**config.mk**
```make
export PLATFORM = sky130hd
export DESIGN_NAME = sp_ram_arb
export DESIGN_NICKNAME = d
export VERILOG_FILES = /design/src/rtl/sp_ram_arb.sv
export SDC_FILE = /design/constraint.sdc
export NUM_CORES = 1
export LEC_CHECK = 0
export CORE_UTILIZATION = 29
export DETAILED_ROUTE_END_ITERATION = 8
export PLACE_DENSITY = 0.78
export SLEW_MARGIN = 20
export SYNTH_ARGS = -nofsm -noshare
export SYNTH_HDL_FRONTEND = slang
export SYNTH_SLANG_ARGS = --single-unit
```
**constraint.sdc**
```tcl
create_clock -name clk -period 1.8 [get_ports clk]
set_clock_uncertainty 0.15 [all_clocks]
set_input_delay 0.36 -clock clk [delete_from_list [all_inputs] [get_ports clk]]
set_output_delay 0.36 -clock clk [all_outputs]
set_load 0.01 [all_outputs]
```
**src/rtl/sp_ram_arb.sv**
```systemverilog
// sp_ram_arb: two-master arbiter in front of a single-port RAM.
//
// Purpose
//   Grants one of two masters per cycle in the same cycle it requests, forwards
//   the winner's access to the RAM, and returns a one-cycle rvalid pulse plus
//   read data to that master in the cycle after the grant. Each port keeps its
//   last read data in a hold register, so rdata stays stable between responses.
//
// Configuration
//   SP_RAM_ARB_RR_EN  defined:   round-robin on conflicts. A priority pointer
//                                flips after every conflict grant.
//                     undefined: fixed priority. Port 0 always wins conflicts
//                                and there is no pointer register.
//
// Ports
//   clk, rstn_i             clock, asynchronous active-low reset
//   pN_req_i/addr/we/be/wdata  master N request fields (N = 0, 1)
//   pN_gnt_o                master N accepted this cycle (combinational)
//   pN_rvalid_o             response for master N's previous grant
//   pN_rdata_o              read data (live on a read response, else held)
//   ram_en/addr/we/be/wdata RAM request; all zero when nobody requests
//   ram_rdata_i             RAM read data, one cycle after an enabled read

module sp_ram_arb #(
   parameter int unsigned ADDR_WIDTH = 15,
   parameter int unsigned DATA_WIDTH = 32
) (
   input  logic                    clk,
   input  logic                    rstn_i,

   input  logic                    p0_req_i,
   input  logic [ADDR_WIDTH-1:0]   p0_addr_i,
   input  logic                    p0_we_i,
   input  logic [DATA_WIDTH/8-1:0] p0_be_i,
   input  logic [DATA_WIDTH-1:0]   p0_wdata_i,
   output logic                    p0_gnt_o,
   output logic                    p0_rvalid_o,
   output logic [DATA_WIDTH-1:0]   p0_rdata_o,

   input  logic                    p1_req_i,
   input  logic [ADDR_WIDTH-1:0]   p1_addr_i,
   input  logic                    p1_we_i,
   input  logic [DATA_WIDTH/8-1:0] p1_be_i,
   input  logic [DATA_WIDTH-1:0]   p1_wdata_i,
   output logic                    p1_gnt_o,
   output logic                    p1_rvalid_o,
   output logic [DATA_WIDTH-1:0]   p1_rdata_o,

   output logic                    ram_en_o,
   output logic [ADDR_WIDTH-1:0]   ram_addr_o,
   output logic                    ram_we_o,
   output logic [DATA_WIDTH/8-1:0] ram_be_o,
   output logic [DATA_WIDTH-1:0]   ram_wdata_o,
   input  logic [DATA_WIDTH-1:0]   ram_rdata_i
);

   localparam int unsigned BE_WIDTH = DATA_WIDTH / 8;

   logic conflict;
   logic p1_favoured;
   logic gnt0, gnt1;

   // Owner of the access issued last cycle: steers rvalid and read data.
   logic owner_valid_q, owner_valid_d;
   logic owner_port_q,  owner_port_d;
   logic owner_we_q,    owner_we_d;

   logic [DATA_WIDTH-1:0] hold0_q, hold0_d;
   logic [DATA_WIDTH-1:0] hold1_q, hold1_d;

   logic read_resp0, read_resp1;

   assign conflict = p0_req_i & p1_req_i;

`ifdef SP_RAM_ARB_RR_EN
   // prio_q = 0 favours port 0, 1 favours port 1.
   logic prio_q;

   always_ff @(posedge clk or negedge rstn_i) begin
      if (!rstn_i) begin
         prio_q <= 1'b0;
      end else if (conflict) begin
         prio_q <= ~prio_q;
      end
   end

   assign p1_favoured = prio_q;
`else
   assign p1_favoured = 1'b0;
`endif

   // Single requester always wins; the pointer only matters on a conflict.
   assign gnt0 = p0_req_i & ~(conflict & p1_favoured);
   assign gnt1 = p1_req_i & ~(conflict & ~p1_favoured);

   assign p0_gnt_o = gnt0;
   assign p1_gnt_o = gnt1;

   always_comb begin
      ram_en_o    = 1'b0;
      ram_addr_o  = '0;
      ram_we_o    = 1'b0;
      ram_be_o    = '0;
      ram_wdata_o = '0;
      if (gnt0) begin
         ram_en_o    = 1'b1;
         ram_addr_o  = p0_addr_i;
         ram_we_o    = p0_we_i;
         ram_be_o    = p0_be_i;
         ram_wdata_o = p0_wdata_i;
      end else if (gnt1) begin
         ram_en_o    = 1'b1;
         ram_addr_o  = p1_addr_i;
         ram_we_o    = p1_we_i;
         ram_be_o    = p1_be_i;
         ram_wdata_o = p1_wdata_i;
      end
   end

   // The loser is not recorded anywhere; it simply keeps requesting.
   always_comb begin
      owner_valid_d = gnt0 | gnt1;
      owner_port_d  = gnt1;
      owner_we_d    = gnt1 ? p1_we_i : (gnt0 ? p0_we_i : 1'b0);
   end

   assign p0_rvalid_o = owner_valid_q & ~owner_port_q;
   assign p1_rvalid_o = owner_valid_q &  owner_port_q;

   assign read_resp0 = p0_rvalid_o & ~owner_we_q;
   assign read_resp1 = p1_rvalid_o & ~owner_we_q;

   // Live RAM data on a read response, otherwise the port's last read data.
   assign p0_rdata_o = read_resp0 ? ram_rdata_i : hold0_q;
   assign p1_rdata_o = read_resp1 ? ram_rdata_i : hold1_q;

   always_comb begin
      hold0_d = hold0_q;
      hold1_d = hold1_q;
      if (read_resp0) hold0_d = ram_rdata_i;
      if (read_resp1) hold1_d = ram_rdata_i;
   end

   always_ff @(posedge clk or negedge rstn_i) begin
      if (!rstn_i) begin
         owner_valid_q <= 1'b0;
         owner_port_q  <= 1'b0;
         owner_we_q    <= 1'b0;
         hold0_q       <= '0;
         hold1_q       <= '0;
      end else begin
         owner_valid_q <= owner_valid_d;
         owner_port_q  <= owner_port_d;
         owner_we_q    <= owner_we_d;
         hold0_q       <= hold0_d;
         hold1_q       <= hold1_d;
      end
   end

   logic unused_be_width;
   assign unused_be_width = (BE_WIDTH == 0);

endmodule

```
==> results of run 1 <==
## timing repair
| action | 4_1_cts | 5_1_grt |
|---|---|---|
| hold buffers | 1 | 0 |
| setup buffers | 24 | 15 |
| gates resized for setup | 548 | 83 |
| pin swaps | 6 | 7 |
| endpoints found under the hold margin | 67 | 0 |
| setup endpoints to repair | 121 | 117 |
| cloned | 8 | 0 |
## worst max-delay path, stage by stage (launching register included)
cell and delay (ns):
dfrtp_1 0.41, nor3b_4 0.24, buf_6 0.18, buf_12 0.15, mux2_4 0.31, buf_6 0.12
## sequential cells by signal, summed over array words and instances, names as in the netlist
register,flops
owner_we_q,1
hold1_q,32
owner_port_q,1
owner_valid_q,1
hold0_q,32
## routing by layer
layer	track usage [%]	routed length, um	up-vias
li1	-	-	1400
met1	28.59	5331	1525
met2	44.42	7443	159
met3	7.957	929	22
met4	7.959	346	2
met5	0	13	-
## power by group through the flow
stage / combinational [W] / sequential (W) / clock (W)
2_1_floorplan: 0.000747 / 0.00186 / 0
4_1_cts: 0.00219 / 0.00186 / 0.00171
3_5_place_dp: 0.00199 / 0.00189 / 0
6_report: 0.00245 / 0.00188 / 0.00168
5_1_grt: 0.00257 / 0.00190 / 0.00179
3_3_place_gp: 0.00197 / 0.00187 / 0
## cell usage in the layout (no fill, tap or decap), types with 2 or more instances in the layout
cell / netlist / routed
a22o_1: 53 / 52
buf_12: 0 / 15
buf_16: 0 / 2
buf_2: 7 / 33
buf_4: 4 / 20
buf_6: 3 / 81
buf_8: 0 / 3
bufinv_16: 0 / 4
clkbuf_2: 0 / 10
clkbuf_8: 0 / 9
clkdlybuf4s15_1: 0 / 4
clkdlybuf4s15_2: 0 / 5
clkdlybuf4s50_1: 0 / 121
dfrtp_1: 67 / 67
dlygate4sd2_1: 0 / 17
mux2_4: 0 / 64
## synth_stat cells
cell type and number:
dfrtp_1 67, mux2_2 62, a22o_1 53, buf_2 7, clkbuf_1 5, buf_4 4, buf_6 3, mux2_1 2
nor2b_1 2, and2_1 1, nand3b_2 1, nor3b_4 1, or2_2 1
## stage by stage
step	setup TNS (ns)	power, W	instance area [um^2]
2_1_floorplan	0	0.002607	3034
3_3_place_gp	-59.66	0.003834	5853
3_5_place_dp	-61.98	0.003876	5853
4_1_cts	-31.18	0.005756	6629
5_1_grt	-31.92	0.006271	6756
6_report	-27.24	0.006007	6756
## final cells by class
cell class	instances	area (um^2)	area share, %
well taps	133	166.4	2.463
clock buffers	10	127.6	1.889
repair buffers	312	3144	46.54
clock inverters	6	136.4	2.019
multi-input cells	123	1505	22.28
flip-flops and latches	67	1677	24.81
## cell families (layout without fill, tap and decap cells)
group	after synthesis	after routing	share of synthesized area (%)
buf+inv	19	328	3.876
flops	67	67	55.26
compound gates	53	53	15.30
mux	64	64	23.75
simple gates	6	6	1.815
## worst paths after layout
check,cells after the start,to,from
min in group asynchronous,3,hold1_q[5],rstn_i
hold / removal,2,owner_valid_q,p1_req_i
setup / recovery,5,p0_rdata_o[29],owner_we_q
max in group asynchronous,3,hold1_q[24],rstn_i
hold reg to reg,1,hold0_q[25],hold0_q[25]
setup reg to reg,6,hold0_q[6],owner_we_q
==> impl_metrics.env, run 1 <==
export IMPL_finalCritPeriodShare_pct=125.8
export IMPL_slew_headroom_pct=76.32
export IMPL_syn_instance_count=209
export IMPL_fmax_mhz=441.6
export IMPL_start_kind="flop"
export IMPL_finalMaxSlewViolations=0
export IMPL_antennaDiodeCount=0
export IMPL_nets=653
export IMPL_critPathArrivalTime_ns=1.75
export IMPL_viasPerCell=4.774
export IMPL_synth_area_mm2=0.003034
export IMPL_critical_path_class="reg2out"
export IMPL_ys_warn_count=0
export IMPL_core_mm2=0.009955
export IMPL_p_seq_share_pct=31.2
export IMPL_holdWs_ns=0.07746
export IMPL_p_sw_share_pct=26.72
export IMPL_die_h_um=104.3
export IMPL_track_usage_pct=25.13
export IMPL_pin_count=261
export IMPL_timing_hold_violations_final=0
export IMPL_syn_nets=349
export IMPL_synth_area_per_cell_um2=14.52
export IMPL_first_pass_iters=4
export IMPL_comb_power_share_pct=40.8
export IMPL_max_cap_viol_count=0
export IMPL_n_fill_cell=750
export IMPL_ir_drop_mv=0.4869
export IMPL_grt_overflow=0
export IMPL_cts_max_level=3
export IMPL_worst_slew_pin_slew_ns=0.3551
export IMPL_cp_max_fo=8
export IMPL_start_util_pct=30.48
export IMPL_synthTopCellsByArea="dfrtp_1 (55%), mux2_2 (23%), a22o_1 (15%), buf_2 (1.2%), buf_6 (1.1%)"
export IMPL_cts_buffers=9
export IMPL_die_area_mm2=0.01088
export IMPL_drt_iter0_drc=76
export IMPL_portBuffers=260
export IMPL_dp_cells=595
export IMPL_ant_nets=0
export IMPL_end_kind="output port"
export IMPL_yosysSeqAreaShare_pct=55.26
export IMPL_grt_pass1_wl_um=20240
export IMPL_post_route_util_pct=67.87
export IMPL_violations="setup timing"
export IMPL_grt_pass1_vias=3257
export IMPL_clock_sinks=67
export IMPL_via_count=3108
export IMPL_drc_errors=0
export IMPL_switching_power_w=0.001605
export IMPL_drive_gt1_share_pct=48.84
export IMPL_clockRootBuffer="clkbuf_8"
export IMPL_cts_tree="yes"
export IMPL_ys_seq_elements=67
export IMPL_synthToLayoutAreaGrowth_pct=122.7
export IMPL_p_clk_share_pct=27.9
export IMPL_p_leak_nw=3.260
export IMPL_min_path_type="in2reg"
export IMPL_power_density_mw_per_mm2=889.1
export IMPL_outcome="finished, violations left"
export IMPL_setup_ws_ns=-0.4643
export IMPL_grt_setup_unrepaired="true"
export IMPL_clk_path_buf_depth=2
export IMPL_num_rows=36
export IMPL_cp_required_ns=1.29
export IMPL_hpwl_um=10050
export IMPL_antenna_found_initial=1
export IMPL_synth_area_leader_cell="dfrtp_1"
export IMPL_gp_congestion=0.9043
export IMPL_clkTransAtPathRegs_ns=0.08
export IMPL_final_cells=651
export IMPL_synthDominantCellAreaShare_pct=55.26
export IMPL_period_minus_slack_ns=2.264
export IMPL_netlist_cell_type_count=13
export IMPL_drt_wl_total_um=14060
export IMPL_grt_max_degree=68
export IMPL_place_ws_ns=-0.6936
export IMPL_setup_violations=68
export IMPL_wl_per_cell_um=21.60
export IMPL_die_w_um=104.3
export IMPL_reg2reg_setup_slack_ns=0.05
export IMPL_internal_power_w=0.004402
export IMPL_clock_latency_ns=0.33
Note: power is estimated with default switching activity, not from simulation.
==> inputs of run 2 (changes only) <==
--- a/config.mk
+++ b/config.mk
@@ -6,6 +6,7 @@
 export NUM_CORES = 1
 export LEC_CHECK = 0
 export CORE_UTILIZATION = 29
+export CTS_CLUSTER_SIZE = 30
 export DETAILED_ROUTE_END_ITERATION = 8
 export PLACE_DENSITY = 0.78
 export SLEW_MARGIN = 20
==> results of run 2 <==
No change in the layout: final DEF, timing and power equal those of run 1.
==> inputs of run 3 (changes only) <==
--- a/config.mk
+++ b/config.mk
@@ -8,7 +8,9 @@
 export CORE_UTILIZATION = 29
 export CTS_CLUSTER_SIZE = 30
 export DETAILED_ROUTE_END_ITERATION = 8
+export MAX_ROUTING_LAYER = met4
 export PLACE_DENSITY = 0.78
+export SETUP_SLACK_MARGIN = 0.05
 export SLEW_MARGIN = 20
 export SYNTH_ARGS = -nofsm -noshare
 export SYNTH_HDL_FRONTEND = slang
==> run 3 against run 2 <==
Critical path depth increased by 1. The run still ends with setup timing left. Sequential power barely moved. Sequential share of layout area up 0.46 points. Total power down 7.8%. First-iteration DRC count is 53% higher. Global-route usage up 0.75 points. Final cell count is 1.1% higher. Clock-buffer cell count up 1.
==> impl_metrics.env, run 3 (same netlist as run 1, synthesis figures left out) <==
export IMPL_outcome="finished, violations left"
export IMPL_violations="setup timing"
export IMPL_slew_headroom_pct=76.28
export IMPL_critPathArrivalTime_ns=1.76
export IMPL_grt_overflow=0
export IMPL_cp_common_cell="buf_6"
export IMPL_dp_cells=596
export IMPL_grt_pass1_wl_um=20370
export IMPL_portBuffers=260
export IMPL_final_area_mm2=0.006633
export IMPL_pin_count=261
export IMPL_start_util_pct=30.48
export IMPL_drt_iter0_drc=116
export IMPL_critPathBufInv=4
export IMPL_crit_chain="buf_6 -> nand3b_4 -> buf_12 -> buf_4 -> mux2_4 -> buf_6"
export IMPL_reg2reg_setup_slack_ns=0.07
export IMPL_synthToLayoutAreaGrowth_pct=118.6
export IMPL_track_usage_pct=25.88
export IMPL_hpwl_um=10100
export IMPL_clock_latency_ns=0.34
export IMPL_cts_buffers=9
export IMPL_layout_common_cells="clkdlybuf4s50_1 (117), buf_6 (73), dfrtp_1 (67)"
export IMPL_dpl_cell_area_mm2=0.005851
export IMPL_drive_gt1_share_pct=49.71
export IMPL_cp_required_ns=1.29
export IMPL_setup_violations=64
export IMPL_start_kind="flop"
export IMPL_cp_max_fo=7
export IMPL_clock_sinks=67
export IMPL_final_common_cell="clkdlybuf4s50_1"
export IMPL_place_ws_ns=-0.7195
export IMPL_critical_path_class="reg2out"
export IMPL_grt_pass1_vias=3341
export IMPL_setup_ws_ns=-0.4733
export IMPL_die_h_um=104.3
export IMPL_final_cells=658
export IMPL_period_minus_slack_ns=2.273
export IMPL_clockRootBuffer="clkbuf_8"
export IMPL_cp_top_family="buffers and inverters"
export IMPL_p_leak_nw=3.241
export IMPL_wl_per_cell_um=21.42
export IMPL_power_w=0.005537
export IMPL_end_kind="output port"
export IMPL_grt_max_degree=68
export IMPL_cts_tree="yes"
export IMPL_first_pass_iters=4
export IMPL_die_area_mm2=0.01088
export IMPL_fmax_mhz=439.9
export IMPL_cp_slowest_cell="dfrtp_1"
export IMPL_top_regs="hold0_q (32), hold1_q (32)"
export IMPL_timing_hold_violations_final=0
export IMPL_gp_congestion=0.9841
export IMPL_drc_errors=0
export IMPL_ant_nets=0
export IMPL_core_mm2=0.009955
export IMPL_grt_setup_unrepaired="true"
export IMPL_clkTransAtPathRegs_ns=0.06
export IMPL_num_rows=36
export IMPL_min_path_type="in2reg"
export IMPL_max_cap_viol_count=0
export IMPL_power_density_mw_per_mm2=834.8
export IMPL_finalCritPeriodShare_pct=126.3
export IMPL_viasPerCell=4.843
export IMPL_ir_drop_mv=0.4896
export IMPL_n_fill_cell=751
export IMPL_antenna_found_initial=2
export IMPL_nets=658
export IMPL_cts_max_level=3
export IMPL_clk_path_buf_depth=2
export IMPL_worst_slew_pin_slew_ns=0.3558
export IMPL_finalMaxSlewViolations=0
export IMPL_via_count=3187
export IMPL_max_stage_delay_ns=0.42
export IMPL_die_w_um=104.3
export IMPL_drt_wl_total_um=14100
run 3: stage by stage:
stage,util (%),TNS (ns),hold WS (ns)
CTS,64.03,-29.72,0.07086
global route,66.63,-29.83,0.06918
floorplan,-,0,-0.08559
detailed placement,58.77,-62.20,0.2710
global placement,58.77,-61.06,0.2544
finish,66.63,-26.00,0.08375
run 3: layout make-up:
type	instances	area (um^2)	share of cell area, %
well taps	133	166.4	2.509
multi-input cells	123	1498	22.58
diodes	2	5.005	0.07546
clock buffers	11	131.4	1.981
flip-flops and latches	67	1677	25.28
clock inverters	5	61.31	0.9244
repair buffers	317	3094	46.65
run 3: worst paths after layout:
kind	depth (start not counted)	to	start
max reg2reg	6	hold0_q[26]	owner_port_q
max in group asynchronous	3	owner_we_q	rstn_i
min reg2reg	1	hold0_q[31]	hold0_q[31]
max	6	p1_rdata_o[1]	owner_port_q
min in group asynchronous	3	hold0_q[10]	rstn_i
min	2	owner_valid_q	p1_req_i
run 3: power by group:
| group | switching (W) | internal (W) |
|---|---|---|
| combinational | 0.000900 | 0.00152 |
| sequential | 0.0000916 | 0.00179 |
| clock | 0.000584 | 0.000648 |
| total | 0.00158 | 0.00396 |
run 3: what timing repair did:
action,4_1_cts,5_1_grt
setup endpoints to repair,121,82
hold buffers,1,0
pin swaps,14,3
endpoints found under the hold margin,67,0
buffers inserted,25,14
resized for setup,615,48
cloned,6,1
run 3: layer usage:
| layer | part of all wire, % | track usage, % |
|---|---|---|
| met5 | 0 | - |
| met4 | 2.7 | 8.980 |
| met3 | 5.6 | 5.451 |
| met2 | 53 | 45.08 |
| met1 | 39 | 29.27 |
